## config.mk

```make
export PLATFORM = sky130hd
export DESIGN_NAME = s9234_n676_state_flat
export DESIGN_NICKNAME = d
export VERILOG_FILES = /design/src/rtl/s9234_n676_state_if.sv /design/src/rtl/s9234_n676_state.sv /design/src/flat_wrapper.sv
export SDC_FILE = /design/constraint.sdc
export NUM_CORES = 1
export LEC_CHECK = 0
export CAP_MARGIN = 20
export CORE_AREA = 2 2 69 71
export DETAILED_ROUTE_END_ITERATION = 8
export DIE_AREA = 0 0 71 73
export PLACE_DENSITY = 0.78
export SETUP_SLACK_MARGIN = 0.02
export SYNTH_ARGS = -nofsm -noshare
export SYNTH_HDL_FRONTEND = slang
export SYNTH_SLANG_ARGS = --single-unit
```

## constraint.sdc

```tcl
create_clock -name clock -period 1.7 [get_ports clock]
set_input_delay 0.255 -clock clock [delete_from_list [all_inputs] [get_ports clock]]
set_output_delay 0.255 -clock clock [all_outputs]
set_load 0.01 [all_outputs]
```

## src/rtl/s9234_n676_state_if.sv

```systemverilog
// Bus bundle for the s9234 g676 state stage: sample strobe,
// primary/duplicate cone values, clear, and the registered status.
interface s9234_n676_state_if #(
    parameter int CNT_W  = 8,
    parameter int SAMP_W = 16
);
    logic              en;
    logic              n676;
    logic              n676_dup;
    logic              clr_err;
    logic              g676;
    logic              err_flag;
    logic              alarm;
    logic [CNT_W-1:0]  err_cnt;
    logic [SAMP_W-1:0] samp_cnt;
    logic [SAMP_W-1:0] first_fail;

    modport master (
        output en, n676, n676_dup, clr_err,
        input  g676, err_flag, alarm, err_cnt, samp_cnt, first_fail
    );

    modport slave (
        input  en, n676, n676_dup, clr_err,
        output g676, err_flag, alarm, err_cnt, samp_cnt, first_fail
    );
endinterface

```

## src/rtl/s9234_n676_state.sv

```systemverilog
// g676 state flop with lockstep compare against a duplicated n676 cone,
// mismatch counters and an alarm that freezes the state.
module s9234_n676_state #(
    parameter int   CNT_W        = 8,
    parameter int   SAMP_W       = 16,
    parameter int   ALARM_THRESH = 3,
    parameter logic RESET_VAL    = 1'b0
) (
    input logic               clock,
    input logic               reset_n,
    s9234_n676_state_if.slave bus
);

    typedef enum logic {RUN, ALARM} state_t;

    localparam logic [3:0]       THRESH  = 4'(ALARM_THRESH);
    localparam logic [CNT_W-1:0] ERR_MAX = '1;

    state_t            state_q, state_d;
    logic              g_q, g_d;
    logic              flag_q, flag_d;
    logic              alarm_q, alarm_d;
    logic [3:0]        streak_q, streak_d;
    logic [CNT_W-1:0]  err_q, err_d;
    logic [SAMP_W-1:0] samp_q, samp_d;
    logic [SAMP_W-1:0] ff_q, ff_d;
    logic              mm;
    logic              match;

    always_comb begin
        mm       = bus.en & (bus.n676 ^ bus.n676_dup);
        match    = bus.en & ~(bus.n676 ^ bus.n676_dup);
        state_d  = state_q;
        g_d      = g_q;
        flag_d   = flag_q;
        streak_d = streak_q;
        err_d    = err_q;
        samp_d   = samp_q;
        ff_d     = ff_q;
        if (bus.clr_err) begin
            // Clear wins; the next state is RUN so an enabled sample still loads.
            state_d  = RUN;
            streak_d = '0;
            err_d    = '0;
            samp_d   = '0;
            ff_d     = '0;
            flag_d   = 1'b0;
            if (bus.en) g_d = bus.n676;
        end else begin
            if (state_q == RUN && bus.en) g_d = bus.n676;
            if (bus.en) samp_d = samp_q + SAMP_W'(1);
            if (mm) begin
                if (err_q != ERR_MAX) err_d = err_q + CNT_W'(1);
                if (streak_q != 4'hf) streak_d = streak_q + 4'd1;
                if (!flag_q) begin
                    flag_d = 1'b1;
                    ff_d   = samp_q;
                end
            end else if (match) begin
                streak_d = '0;
            end
            if (state_q == RUN && streak_d == THRESH) state_d = ALARM;
        end
        alarm_d = (state_d == ALARM);
    end

    always_ff @(posedge clock or negedge reset_n) begin
        if (!reset_n) begin
            state_q  <= RUN;
            g_q      <= RESET_VAL;
            flag_q   <= 1'b0;
            alarm_q  <= 1'b0;
            streak_q <= '0;
            err_q    <= '0;
            samp_q   <= '0;
            ff_q     <= '0;
        end else begin
            state_q  <= state_d;
            g_q      <= g_d;
            flag_q   <= flag_d;
            alarm_q  <= alarm_d;
            streak_q <= streak_d;
            err_q    <= err_d;
            samp_q   <= samp_d;
            ff_q     <= ff_d;
        end
    end

    assign bus.g676       = g_q;
    assign bus.err_flag   = flag_q;
    assign bus.alarm      = alarm_q;
    assign bus.err_cnt    = err_q;
    assign bus.samp_cnt   = samp_q;
    assign bus.first_fail = ff_q;

endmodule

```

## src/flat_wrapper.sv

```systemverilog
// flat-port wrapper written by rule: the top's interface ports become plain ports
module s9234_n676_state_flat 
#(
    parameter int   CNT_W        = 8,
    parameter int   SAMP_W       = 16,
    parameter int   ALARM_THRESH = 3,
    parameter logic RESET_VAL    = 1'b0
)
  (clock, reset_n, bus_en, bus_n676, bus_n676_dup, bus_clr_err, bus_g676, bus_err_flag, bus_alarm, bus_err_cnt, bus_samp_cnt, bus_first_fail);
  s9234_n676_state_if #(.CNT_W(CNT_W), .SAMP_W(SAMP_W)) bus_i ();
  input logic clock;
  input logic reset_n;
  input wire logic [$bits(bus_i.en)-1:0] bus_en;
  input wire logic [$bits(bus_i.n676)-1:0] bus_n676;
  input wire logic [$bits(bus_i.n676_dup)-1:0] bus_n676_dup;
  input wire logic [$bits(bus_i.clr_err)-1:0] bus_clr_err;
  output wire logic [$bits(bus_i.g676)-1:0] bus_g676;
  output wire logic [$bits(bus_i.err_flag)-1:0] bus_err_flag;
  output wire logic [$bits(bus_i.alarm)-1:0] bus_alarm;
  output wire logic [$bits(bus_i.err_cnt)-1:0] bus_err_cnt;
  output wire logic [$bits(bus_i.samp_cnt)-1:0] bus_samp_cnt;
  output wire logic [$bits(bus_i.first_fail)-1:0] bus_first_fail;
  assign bus_i.en = bus_en;
  assign bus_i.n676 = bus_n676;
  assign bus_i.n676_dup = bus_n676_dup;
  assign bus_i.clr_err = bus_clr_err;
  assign bus_g676 = bus_i.g676;
  assign bus_err_flag = bus_i.err_flag;
  assign bus_alarm = bus_i.alarm;
  assign bus_err_cnt = bus_i.err_cnt;
  assign bus_samp_cnt = bus_i.samp_cnt;
  assign bus_first_fail = bus_i.first_fail;
  s9234_n676_state #(.CNT_W(CNT_W), .SAMP_W(SAMP_W), .ALARM_THRESH(ALARM_THRESH), .RESET_VAL(RESET_VAL)) u_core (.clock(clock), .reset_n(reset_n), .bus(bus_i));
endmodule
```

==> reports/qor.yml <==
drtAntennaViolNets: 0
path_clk_slew_ps: 90
worstSetupPathType: "in2reg"
min_period_ps: 1630
rrSetupSlack_ps: 80
hp-class: "in2async"
max_stage_delay_ps: 550
place_area_sq_um: 2910
die_area_sq_um: 5180
p_int_mw: 1.72
coreArea_sq_um: 4540
place_inst: 321
tightest_slew_ps: 453
wl_per_cell_um: 14.3
power_switching_mw: 0.500
viasPerCell: 5.48
cp_top_family: "buffers and inverters"
slew_headroom: 0.698
end_kind: "flip-flop"
seq_power_share: 0.518
postSynthCellCount: 199
fin_ws_ps: 67.3
drc: 0
clkPwrFrac: 0.376
syn_area_per_cell_sq_um: 10.8
synth-edff-count: 0
syn_nets: 208
globalRouteTotalUtil: 0.195
timing.critical_path.fanout_max: 9
startpoint: "bus_n676"
port_buffers: 48
cts-buffers-inserted: 5
grt_pass1_vias: 1749
maxCapViolations: 0
status: "finished clean"
p_per_area_nw_per_um2: 726
ys.flop_type: "dfrtp_1"
rows: 25
crit_buf_inv: 2
switching_share: 0.225
setup_viol: 0
ys_ff_latch: 47
cts_tree: "yes"
peakVddDrop_mv: 0.393
fp.dieW_um: 71
drive_above_1_share: 0.187
multi_input_area_sq_um: 933
whs_ps: 427
clk_latency_ps: 300
nets: 286
synth_seq_area_share: 0.545
crit_path_top_delay_cell: "clkdlybuf4s50_1"
crit_arrival_ps: 1860
reg2reg_to: "u_core.bus.err_cnt[7]"
hold_viol_final: 0
rsz0062_at_grt: "true"
dr.pass1.iters: 4
grt_overflow_total: 0
startpoint_type: "primary input"
dp.final_hpwl_um: 3390
async_reset_ff_frac: 1.00
ff2ff_path_depth: 4
h-tree-depth: 2
grt_pass1_wl_um: 8000
pin_count: 49
stdcell_area_sq_um: 3070
syn_to_final_growth_pct: 42.1
p_leak_nw: 1.33
vias: 1821
cts.sinks: 47
wl_um: 4760
grt_max_degree: 29
fin_crit_sh: 0.960
root_buffer: "clkbuf_8"
netlist_area_sq_um: 2160
path_cells: "clkdlybuf4s50_1 -> xor2_2 -> buf_4 -> nand2_2 -> or4_1 -> a21oi_1"
fmax_ghz: 0.612
comb_power_share: 0.106
yosysWarnings: 0
finClkSkew_ps: 6.62
die_h_um: 73
fill_cells: 359
grt_antenna_before_repair: 0
initial_core_util: 0.476
drv_slew: 0
fin_cells: 332
n_antenna_cell: 0
mostFrequentLayoutCells: "clkdlybuf4s50_1 (47), dfrtp_1 (47), buf_4 (27), nor2_1 (21), a22o_1 (16)"
globalplace.congestion: 0.806
ys_types: 37
seq_area_sq_um: 1180
drt_iter0_drc: 86
clockBufferDepth: 2
cp.required_ps: 1930
r2r-start: "u_core.bus.err_cnt[5]"
place_ws_ps: -241
power by group through the flow:
stage,logic (mW),clock network [mW],registers [mW]
after global placement,0.228,0,1.17
after global routing,0.262,0.900,1.16
final,0.236,0.836,1.15
after CTS,0.236,0.858,1.15
after detailed placement,0.233,0,1.17
after floorplan,0.0923,0,1.18
synthesized netlist by cell type, types with 5 or more instances:
cell	count	area [sq um]
a21oi_1	9	45.0
dfrtp_1	47	1180
xnor2_1	8	70.1
a22o_1	16	140
o21ai_0	6	30.0
nor2_1	21	78.8
mux2_2	5	56.3
nand3_1	10	50.1
nand2_1	11	41.3
xor2_1	5	43.8
inv_1	6	22.5
flip-flops by register name (all words and copies together) (netlist names):
| signal | flops |
|---|---|
| u_core.bus.err_cnt | 8 |
| u_core.bus.err_flag | 1 |
| u_core.bus.first_fail | 16 |
| u_core.bus.g676 | 1 |
| u_core.bus.samp_cnt | 16 |
| u_core.state_q | 1 |
| u_core.streak_q | 4 |
worst max path at each step:
| stage | slack, ps | to | depth (start not counted) |
|---|---|---|---|
| 6_report | 70 | u_core.bus.err_cnt[7] | 6 |
| 5_1_grt | -10 | u_core.bus.err_cnt[6] | 6 |
| 4_1_cts | 60 | u_core.bus.err_cnt[7] | 4 |
| 3_5_place_dp | -240 | u_core.bus.err_cnt[7] | 6 |
| 3_3_place_gp | -220 | u_core.bus.err_cnt[7] | 6 |
| 2_1_floorplan | 20 | u_core.bus.err_cnt[7] | 4 |
per-layer routing:
| metal | vias to the layer above | track usage | routed length, um |
|---|---|---|---|
| met1 | 899 | 0.246 | 2040 |
| met4 | 0 | 0.0650 | 76 |
| met2 | 46 | 0.336 | 2440 |
| met3 | 8 | 0.0428 | 202 |
| met5 | - | 0 | 0 |
| li1 | 868 | - | - |
worst register-to-register path, cell delays in order (launching register included):
cell	delay, ps
dfrtp_1	390
nand4_1	190
or2_2	340
or4_1	470
a21oi_1	150
final cells by class:
class / count / area share
clock inverters: 2 / 0.0114
multi-input cells: 138 / 0.304
clock buffers: 6 / 0.0269
repair buffers: 79 / 0.244
inverters: 6 / 0.00735
flip-flops and latches: 47 / 0.384
well taps: 54 / 0.0220
metrics by stage:
| step | TNS (ps) | util | total power [mW] |
|---|---|---|---|
| after floorplan | 0 | - | 1.28 |
| after global placement | -2670 | 0.642 | 1.40 |
| after detailed placement | -3540 | 0.642 | 1.41 |
| after CTS | 0 | 0.670 | 2.25 |
| after global routing | -23.8 | 0.676 | 2.32 |
| final | 0 | 0.676 | 2.22 |
what timing repair did:
| item | in CTS | in global routing |
|---|---|---|
| hold buffers | 1 | 0 |
| endpoints found under the hold margin | 19 | 0 |
| setup endpoints to repair | 0 | 5 |
| gates resized for setup | 0 | 3 |
| buffers inserted | 0 | 2 |
cells by family after synthesis:
group / synth area share
multiplexers: 0.0354
AO/OA/AOI/OAI: 0.153
AND/OR/NAND/NOR: 0.161
XOR/XNOR: 0.0603
flip-flops: 0.545
buffers and inverters: 0.0278
adder cells (fa/ha/maj): 0.0174
(Power assumes the default switching activity.)
